<file path="src/rtl/jk_cmd_conditioner_if.sv">
// Command bundle between raw button lines and the JK conditioner outputs.
// slave: the conditioner side (takes raw lines, drives J/K/en/cmd_drop/db_state).
// master: the stimulus side (drives raw lines, observes the command outputs).
interface jk_cmd_conditioner_if;
  logic       raw_set;
  logic       raw_clr;
  logic       raw_tog;
  logic       J;
  logic       K;
  logic       en;
  logic       cmd_drop;
  logic [2:0] db_state;

  modport master (
    output raw_set, raw_clr, raw_tog,
    input  J, K, en, cmd_drop, db_state
  );

  modport slave (
    input  raw_set, raw_clr, raw_tog,
    output J, K, en, cmd_drop, db_state
  );
endinterface

</file>
<file path="src/rtl/jk_cmd_conditioner.sv">
// Purpose: sync, debounce and edge-detect set/clr/tog lines; arbitrate clr>set>tog into a one-cycle J/K/en command.
// Latency: en registered DB_CYCLES+2 edges after the first edge sampling a stable new raw high level.
// Backpressure: none; no queue, requests losing arbitration are dropped and flagged on cmd_drop. Macro JK_AUTOREPEAT_EN adds tog auto-repeat.
module jk_cmd_conditioner #(
  parameter int DB_CYCLES     = 4,
  parameter int CNT_W         = 16,
  parameter int REPEAT_CYCLES = 8
) (
  input logic                 clk,
  input logic                 reset,
  jk_cmd_conditioner_if.slave cmd
);

  localparam logic [CNT_W-1:0] DB_LAST = CNT_W'(DB_CYCLES - 1);

  // Reject parameter values the counters cannot represent.
  if (DB_CYCLES < 1 || DB_CYCLES > (2 ** CNT_W) - 1 ||
      REPEAT_CYCLES < 1 || REPEAT_CYCLES > (2 ** CNT_W) - 1) begin : g_bad_param
    $error("jk_cmd_conditioner: DB_CYCLES/REPEAT_CYCLES out of range for CNT_W");
  end

  // Channel bit order everywhere: [0]=set, [1]=clr, [2]=tog.
  logic [2:0]       raw;
  logic [2:0]       sync1;
  logic [2:0]       sync2;
  logic [2:0]       db;
  logic [2:0]       prev;
  logic [CNT_W-1:0] cnt [3];
  logic [2:0]       rise;
  logic [2:0]       req;

  logic             j_q;
  logic             k_q;
  logic             en_q;
  logic             drop_q;
  logic             j_d;
  logic             k_d;
  logic             en_d;
  logic             drop_d;

  assign raw  = {cmd.raw_tog, cmd.raw_clr, cmd.raw_set};
  assign rise = db & ~prev;

  // Two-flop synchroniser, per-channel debounce counter and previous-state register.
  always_ff @(posedge clk) begin
    if (reset) begin
      sync1 <= '0;
      sync2 <= '0;
      db    <= '0;
      prev  <= '0;
      for (int i = 0; i < 3; i++) cnt[i] <= '0;
    end else begin
      sync1 <= raw;
      sync2 <= sync1;
      prev  <= db;
      for (int i = 0; i < 3; i++) begin
        if (sync2[i] == db[i]) begin
          cnt[i] <= '0;
        end else if (cnt[i] == DB_LAST) begin
          db[i]  <= ~db[i];
          cnt[i] <= '0;
        end else begin
          cnt[i] <= cnt[i] + CNT_W'(1);
        end
      end
    end
  end

`ifdef JK_AUTOREPEAT_EN
  localparam logic [CNT_W-1:0] RPT_LAST = CNT_W'(REPEAT_CYCLES - 1);

  logic [CNT_W-1:0] rpt_cnt;
  logic             rpt_hit;

  // Repeat fires only after the initial rising-edge request, so the two never coincide.
  assign rpt_hit = db[2] && prev[2] && (rpt_cnt == RPT_LAST);

  // Repeat counter: loaded with 0 on every tog request so repeats are exactly REPEAT_CYCLES apart.
  always_ff @(posedge clk) begin
    if (reset || !db[2]) begin
      rpt_cnt <= '0;
    end else if (rise[2] || rpt_hit) begin
      rpt_cnt <= '0;
    end else begin
      rpt_cnt <= rpt_cnt + CNT_W'(1);
    end
  end

  assign req = {rise[2] | rpt_hit, rise[1:0]};
`else
  assign req = rise;
`endif

  // Fixed-priority arbitration clr > set > tog; losers raise cmd_drop.
  always_comb begin
    j_d    = 1'b0;
    k_d    = 1'b0;
    en_d   = 1'b0;
    drop_d = 1'b0;
    if (req[1]) begin
      k_d    = 1'b1;
      en_d   = 1'b1;
      drop_d = req[0] | req[2];
    end else if (req[0]) begin
      j_d    = 1'b1;
      en_d   = 1'b1;
      drop_d = req[2];
    end else if (req[2]) begin
      j_d    = 1'b1;
      k_d    = 1'b1;
      en_d   = 1'b1;
    end
  end

  // Registered command outputs; idle is the hold encoding J=K=0.
  always_ff @(posedge clk) begin
    if (reset) begin
      j_q    <= 1'b0;
      k_q    <= 1'b0;
      en_q   <= 1'b0;
      drop_q <= 1'b0;
    end else begin
      j_q    <= j_d;
      k_q    <= k_d;
      en_q   <= en_d;
      drop_q <= drop_d;
    end
  end

  assign cmd.J        = j_q;
  assign cmd.K        = k_q;
  assign cmd.en       = en_q;
  assign cmd.cmd_drop = drop_q;
  assign cmd.db_state = db;

endmodule

</file>
<file path="src/flat_wrapper.sv">
// flat-port wrapper written by rule: the top's interface ports become plain ports
module jk_cmd_conditioner_flat 
#(
  parameter int DB_CYCLES     = 4,
  parameter int CNT_W         = 16,
  parameter int REPEAT_CYCLES = 8
)
  (clk, reset, cmd_raw_set, cmd_raw_clr, cmd_raw_tog, cmd_J, cmd_K, cmd_en, cmd_cmd_drop, cmd_db_state);
  jk_cmd_conditioner_if cmd_i ();
  input logic clk;
  input logic reset;
  input wire logic [$bits(cmd_i.raw_set)-1:0] cmd_raw_set;
  input wire logic [$bits(cmd_i.raw_clr)-1:0] cmd_raw_clr;
  input wire logic [$bits(cmd_i.raw_tog)-1:0] cmd_raw_tog;
  output wire logic [$bits(cmd_i.J)-1:0] cmd_J;
  output wire logic [$bits(cmd_i.K)-1:0] cmd_K;
  output wire logic [$bits(cmd_i.en)-1:0] cmd_en;
  output wire logic [$bits(cmd_i.cmd_drop)-1:0] cmd_cmd_drop;
  output wire logic [$bits(cmd_i.db_state)-1:0] cmd_db_state;
  assign cmd_i.raw_set = cmd_raw_set;
  assign cmd_i.raw_clr = cmd_raw_clr;
  assign cmd_i.raw_tog = cmd_raw_tog;
  assign cmd_J = cmd_i.J;
  assign cmd_K = cmd_i.K;
  assign cmd_en = cmd_i.en;
  assign cmd_cmd_drop = cmd_i.cmd_drop;
  assign cmd_db_state = cmd_i.db_state;
  jk_cmd_conditioner #(.DB_CYCLES(DB_CYCLES), .CNT_W(CNT_W), .REPEAT_CYCLES(REPEAT_CYCLES)) u_core (.clk(clk), .reset(reset), .cmd(cmd_i));
endmodule
</file>
<file path="config.mk">
export PLATFORM = sky130hd
export DESIGN_NAME = jk_cmd_conditioner_flat
export DESIGN_NICKNAME = d
export VERILOG_FILES = /design/src/rtl/jk_cmd_conditioner_if.sv /design/src/rtl/jk_cmd_conditioner.sv /design/src/flat_wrapper.sv
export SDC_FILE = /design/constraint.sdc
export NUM_CORES = 1
export LEC_CHECK = 0
export CAP_MARGIN = 20
export CORE_MARGIN = 2
export CORE_UTILIZATION = 35
export CTS_CLUSTER_SIZE = 10
export DETAILED_ROUTE_END_ITERATION = 8
export PLACE_DENSITY = 0.59
export SYNTH_ARGS = -nofsm -noshare
export SYNTH_HDL_FRONTEND = slang
export SYNTH_SLANG_ARGS = --single-unit
export TNS_END_PERCENT = 30
</file>
<file path="constraint.sdc">
create_clock -name clk -period 2.35 [get_ports clk]
set_input_delay 0.3525 -clock clk [delete_from_list [all_inputs] [get_ports clk]]
set_output_delay 0.3525 -clock clk [all_outputs]
set_load 0.02 [all_outputs]
</file>
======== Word level (Yosys, flattened, before mapping) ========
Memories as Yosys holds them, arrays and structs flattened.
Cells that the tools add are included.
Widths: inputs -> output; s select.
operators by class
  reductions and logical operators ........ 4
  equal/unequal tests ..................... 6
  bitwise logic cells ..................... 18
  mux-type cells .......................... 51
  add/sub/neg operators ................... 3
operators with widths
  kind                   number
  $mux 16                9
  $add 16x1->16 const B  3
  $eq 16x2->1 const B    3
  $mux 1                 42
  $or 1x1->1             10
  $not 1->1              6
  $reduce_and 2->1       3
  $and 3x3->3            1
  $eq 1x1->1             3
  $not 3->3              1
  $reduce_or 2->1        1
word-level totals
  memories ................................ 1
  output and inout bits ................... 7
  logic and storage cells ................. 93
  RAM bits ................................ 48
  bits in registers ....................... 16
memories
  name        depth  bits a word  read ports  clocked after memory_dff  wr ports  line                      text
  u_core.cnt  3      16           3           0                         3         jk_cmd_conditioner.sv:28  logic [CNT_W-1:0] cnt [3];

======== Logic depth before layout (Yosys ltp) ========
  word-level depth ........................ 7
  gate-level depth with buffers ........... 7
  mapped depth without buffers ............ 5

======== Least setup slack after synthesis ========
Ideal clock, no wire load.
  path type ............................... reg2reg
  start ................................... mem u_core.cnt[2][0]
  end ..................................... mem u_core.cnt[2][7] (data pin)
  stages on the path, launching flop included .. 8
  library setup time ...................... 0.254 ns
  data arrival time ....................... 1.549 ns
  period minus slack after synthesis ...... 1.804 ns
  path slack .............................. 0.546 ns
  cells stage by stage .................... edfxtp_1 > ha_1 > clkbuf_1 > nor4b_1 > nand4_1 > nand2_1 > buf_4 > nor2_1
RTL lines
  what                line
  start: declaration  jk_cmd_conditioner.sv:28

==> flow_summary_export.csv <==
group,metric,value,unit
synth,yosys_warnings,0,
place,placed_cell_area,3510,µm²
layout,nNetsFinal,367,
routing,remaining_drc_errors,0,
power_and_ir_drop,power.density,622,nW/µm²
clock_network,cts_root_buf,"clkbuf_8",
layout,final-instance-count-excl-fill,472,
clock_network,clockBufferDepth,2,
clock_network,numCtsBuffers,9,
routing,drt-total-wl,5.19,mm
clock_network,clkSlewWorstSetupHoldPaths,0.07,ns
sta,finalSetupTns,0,ns
grt,grt_pass1_vias,2063,
sta,grt_setup_unrepaired,"no",
synth,avgSynthCellArea,10.5,µm²
place,dp.cells,456,
sta,fin_crit,2.06,ns
synth,synthDistinctLibCells,33,
place,place_congestion,0.796,
setup_path,path_class,"register to register",
sta,tightest_slew,0.501,ns
synth,ys_ff_latch,64,
floorplan,die_h,98.3,µm
power_and_ir_drop,p_leak,0.00127,µW
routing,ant_nets,0,
layout,final_area,3700,µm²
floorplan,core-area,8680,µm²
synth,seq_area_frac_synth,0.566,
floorplan,dieArea,9660,µm²
power_and_ir_drop,p_int,1810,µW
layout,drive_above_1_share,0.0549,
floorplan,initial_utilization,0.358,
power_and_ir_drop,p_clk_frac,0.395,
routing,drtIter0Drc,102,
floorplan,rows,34,
grt,grt_pass1_wl,9.43,mm
layout,final_common_cell,"nor2_1",
run,max_cap_violations,0,
power_and_ir_drop,sequentialPowerShare,0.566,
layout,diodes,0,
clock_network,ctsHoldBuffers,0,
floorplan,die_w,98.3,µm
run_status,outcome,"finished clean",
synth,syn_area,3110,µm²
sta,fmax,484,MHz
clock_network,cts_tree,"built",
grt,grt_max_degree,16,
sta,setup_viol,0,
grt,overflow,0,
grt,grt_use_total,0.120,
power_and_ir_drop,power.switching,496,µW
sta,finalClockSkew,0.0139,ns
setup_path,cp-start-kind,"register",
synth,yosysTopAreaCell,"edfxtp_1",
setup_path,crit_fanout,15,
sta,min_period_over_period,0.879,
setup_path,crit_path_end_kind,"register",
sta,hold_viol,0,
place,dpl.hpwl,3.68,mm
power_and_ir_drop,switching_share,0.215,
clock_network,postCtsResizedCells,0,
synth,syn_inst,295,
clock_network,cts.sinks,64,
layout,area_growth_syn_to_layout,19.1,%
routing,dr.pass1.iters,4,
routing,num_vias,2134,
sta,slew_violations,0,
setup_path,cp.required,2.41,ns
grt,antenna_found_initial,0,
synth,synth-edff-count,48,
power_and_ir_drop,comb_power_share,0.040,
clock_network,clock_latency,0.33,ns
synth,synthTopCellsByArea,"edfxtp_1 (46%), dfxtp_1 (10%), xnor2_1 (9.6%)",
layout,layout_common_cells,"nor2_1 (60), edfxtp_1 (48), conb_1 (48), xnor2_1 (34), nand3_1 (18)",
routing,wire_per_inst,11.0,µm
setup_path,cp.arrival,2.13,ns
routing,viasPerCell,4.52,
clock_network,post_cts_buffers,0,
synth,synth-main-ff-cell,"edfxtp_1",
synth,synth_top_area_share,0.463,
floorplan,io_pins,12,
hold_path,hold_class,"register to register",
sta,slew_headroom,0.665,
place,port_buffers,11,
power_and_ir_drop,irDropWorstVdd,0.000306,V
synth,async_flop_share,0,
clock_network,h-tree-depth,3,
==> Yosys cell counts (3+ instances only) <==
master,count
and3_1,4
clkbuf_1,4
dfxtp_1,16
edfxtp_1,48
ha_1,3
inv_1,10
mux2i_1,3
nand2_1,13
nand3_1,18
nand4_1,13
nor2_1,60
nor2b_1,10
nor3_1,14
nor4_1,15
nor4b_1,3
xnor2_1,34
xor2_1,9
==> sequential cells by signal, summed over array words and instances (netlist names) <==
| name | cells |
|---|---|
| u_core.prev | 3 |
| u_core.cmd.J | 1 |
| u_core.cnt | 48 |
| u_core.sync1 | 3 |
| u_core.cmd.en | 1 |
| u_core.cmd.K | 1 |
| u_core.cmd.cmd_drop | 1 |
| u_core.cmd.db_state | 3 |
| u_core.sync2 | 3 |
==> per-stage QoR <==
stage                      util  setup slack, ns  hold slack [ns]  power [µW]
final                     0.427            0.285            0.438        2300
after CTS                 0.427            0.262            0.441        2330
after detailed placement  0.405            0.253            0.425        1420
after global placement    0.405            0.285            0.418        1410
after floorplan               -            0.546            0.414        1390
after global routing      0.427           0.0339            0.469        2390
==> power groups by stage <==
| stage | combinational [µW] | sequential (µW) | clock [µW] |
|---|---|---|---|
| after detailed placement | 89.5 | 1330 | 0 |
| after global placement | 89.5 | 1330 | 0 |
| after floorplan | 74.4 | 1310 | 0 |
| after global routing | 107 | 1310 | 977 |
| final | 91.3 | 1300 | 908 |
| after CTS | 90.4 | 1300 | 933 |
==> worst paths after layout <==
kind,start,endpoint,slack (ns),cells past startpoint
max,u_core.cnt[2][0]$_SDFFCE_PN0P_,u_core.cnt[2][10]$_SDFFCE_PN0P_,0.29,5
min,u_core.sync1[1]$_SDFF_PP0_,u_core.sync2[1]$_SDFF_PP0_,0.44,1
max reg2reg,u_core.cnt[2][0]$_SDFFCE_PN0P_,u_core.cnt[2][10]$_SDFFCE_PN0P_,0.29,5
min reg2reg,u_core.sync1[1]$_SDFF_PP0_,u_core.sync2[1]$_SDFF_PP0_,0.44,1
==> worst max-delay path, cell delays in order (launching register included) <==
cell and delay, ns:
edfxtp_1 0.42, ha_1 0.35, nor4b_1 0.26, nand4_1 0.22
nand2_1 0.45, nor2_1 0.12
==> cell families after synthesis <==
logic type | count (synthesis) | share of synthesized area
DFF | 64 | 0.566
and+or+nand+nor | 156 | 0.250
xor gates and xnor gates | 43 | 0.121
muxes | 3 | 0.00965
other | 1 | 0.00121
adders and majority gates | 3 | 0.0121
AOI/OAI and AO/OA | 8 | 0.0169
buffers and inverters | 17 | 0.0225
==> layout make-up <==
| class | instances | area [µm²] |
|---|---|---|
| multi-input combinational | 261 | 1460 |
| clock inverter | 5 | 47.5 |
| timing repair buffer | 13 | 125 |
| clock buffer | 11 | 141 |
| fill | 873 | 4970 |
| sequential | 64 | 1760 |
| tap | 108 | 135 |
| inverter | 10 | 37.5 |
==> layer usage <==
metal | global-route usage | up-vias | wire [µm]
met2 | 0.177 | 26 | 2220
met5 | 0 | - | 0
met3 | 0.0315 | 2 | 180
met1 | 0.170 | 976 | 2760
li1 | - | 1130 | -
met4 | 0.0474 | 0 | 29
No activity file was read; power rests on OpenSTA's default activity.
==> patch: new RTL, same settings <==
`CNT_W` is set to 16 in 2 places; all go to 15.
--- a/src/rtl/jk_cmd_conditioner.sv
+++ b/src/rtl/jk_cmd_conditioner.sv
@@ -4,5 +4,5 @@
 module jk_cmd_conditioner #(
   parameter int DB_CYCLES     = 4,
-  parameter int CNT_W         = 16,
+  parameter int CNT_W         = 15,
   parameter int REPEAT_CYCLES = 8
 ) (
--- a/src/flat_wrapper.sv
+++ b/src/flat_wrapper.sv
@@ -3,5 +3,5 @@
 #(
   parameter int DB_CYCLES     = 4,
-  parameter int CNT_W         = 16,
+  parameter int CNT_W         = 15,
   parameter int REPEAT_CYCLES = 8
 )
Function: same outputs for any inputs over 10 cycles, from zero or initial values and one cycle with reset high; that may be too few to reach the edited logic, so the function may still have changed.
==> patch against the original RTL <==
Via count down 3.7%; area after synthesis shrank 5.0%; sequential cell count decreased by 3; clock skew fell by 0.0095 ns; sequential power is 5% lower; worst setup slack better by 0.14 ns; final area shrank 4.3%; wire length fell by 5.9%; total power is 0.82% higher; largest cell class unchanged; critical endpoint is now u_core.cnt[0][8]$_SDFFCE_PN0P_; largest power group unchanged; final cell count down 4.7%.
==> patch: results (changes against the original RTL) <==
| Metric | Value |
|---|---|
| Share of layout cells above drive strength 1 | 5.51% (was 5.49%) |
| Maximum vdd ir drop | 605 uV (was 306 uV) |
| Dominant cells by area after synthesis | edfxtp_1 46%, dfxtp_1 11%, xnor2_1 7.7% (was edfxtp_1 46%, dfxtp_1 10%, xnor2_1 9.6%) |
| Number of enable flip-flop cells after synthesis | 45 (was 48) |
| Vias in the first global route | 1935 (was 2063) |
| Post-DR wirelength/cell | 10.8 um (was 11.0 um) |
| Vias per cell | 4.57 (was 4.52) |
| Total CTS buffers | 9 (unchanged) |
| Hold Slack | 0.435 ns (was 0.438 ns) |
| Slowest CP cell | nand2_1 (unchanged) |
| Worst-case clock buffer depth | 2 (unchanged) |
| Crit path arrival time | 2.01 ns (was 2.13 ns) |
| Ys Warns | 0 (unchanged) |
| Top cells by count, synth | 53 x nor2_1, 45 x edfxtp_1, 26 x xnor2_1 (was 60 x nor2_1, 48 x edfxtp_1, 34 x xnor2_1) |
| Largest net degree at the start of global routing | 15 (was 16) |
| CTS H-Tree Depth | 3 (unchanged) |
| Root buf cell | clkbuf_8 (unchanged) |
| Antenna diodes | 0 (unchanged) |
| Post-CTS Resized | 0 (unchanged) |
| Post-Route Skew | 0.00447 ns (was 0.0139 ns) |
| Max FO, Critical Path | 14 (was 15) |
| Seq/Total Area, Yosys | 56.6% (about the same) |
| IO buf count | 11 (unchanged) |
| Gpl congestion | 0.792 (was 0.796) |
| Nets@finish | 348 (was 367) |
| Starting DRT DRC Count | 122 (was 102) |
| Avg Cell Area, Syn | 10.5 um2 (about the same) |
| Post-DP HPWL | 3.42 mm (was 3.68 mm) |
| Worst-path clk slew | 0.07 ns (about the same) |
| Synth unique cells | 34 (was 33) |
| Max FFs per register | 45 (was 48) |
| Post-synth ARST share | 0% (unchanged) |
| HP Class | flop to flop (unchanged) |
| Initial antenna violation count | 0 (unchanged) |
| Outcome | finished clean (unchanged) |
| Ys flop type | edfxtp_1 (unchanged) |
| Post-Place Cells | 434 (was 456) |
| CP max stage delay | 0.40 ns (was 0.45 ns) |
| First-pass GRT wire length | 8.69 mm (was 9.43 mm) |
| Setup Buffers After CTS | 0 (unchanged) |
| Largest reg by FF count | u_core.cnt (unchanged) |
| Total track usage | 12.6% (was 12.0%) |
| Clk_lat worst skew | 0.34 ns |
| Place WS | 0.390 ns (was 0.253 ns) |
| Non-Filler Instances | 450 (was 472) |
| Static Leakage | 1.23 nW (was 1.27 nW) |
| DRT Pass-1 Iters | 4 (unchanged) |
| Placed inst area | 3330 um2 (was 3510 um2) |
==> patch: kinds of logic after synthesis <==
group	after synthesis	synth area share [%]
multiplexers	3	1.02
flip-flops	61	56.6
AND/OR/NAND/NOR	147	25.0
other	1	0.127
AO/OA/AOI/OAI	12	2.41
adder cells (fa/ha/maj)	3	1.27
buffers and inverters	17	2.33
XOR/XNOR	38	11.3
==> patch: critical path: cells and delay by family, from the launching register on <==
family / cells / cell delay (ns)
AND/OR/NAND/NOR: 4 / 1.01
adder cells (fa/ha/maj): 1 / 0.27
flip-flops: 1 / 0.39
==> patch: worst paths after layout <==
check | start | to | slack [ns] | cells after the start
worst min register to register | u_core.sync1[0]$_SDFF_PP0_ | u_core.sync2[0]$_SDFF_PP0_ | 0.43 | 1
worst max register to register | u_core.cnt[0][0]$_SDFFCE_PN0P_ | u_core.cnt[0][8]$_SDFFCE_PN0P_ | 0.42 | 5
worst max-delay path | u_core.cnt[0][0]$_SDFFCE_PN0P_ | u_core.cnt[0][8]$_SDFFCE_PN0P_ | 0.42 | 5
worst min-delay path | u_core.sync1[0]$_SDFF_PP0_ | u_core.sync2[0]$_SDFF_PP0_ | 0.43 | 1
==> patch: layout make-up <==
cell class	instances	area, um2
fillers	797	4670
flip-flops and latches	61	1670
multi-input cells	248	1380
clock buffers	10	149
well taps	105	131
repair buffers	12	118
clock inverters	6	66.3
inverters	8	30.0
==> patch: metal layers <==
metal	GRT usage [%]	vias up	routed length [um]
met1	16.6	937	2370
met3	2.43	11	157
li1	-	1078	-
met2	18.4	29	2190
met4	9.29	0	168
met5	0	-	0
==> patch: where the power goes <==
part	total (mW)	internal, mW	switching (mW)
clock	0.999	0.559	0.440
combinational	0.0852	0.0386	0.0467
sequential	1.24	1.19	0.0433
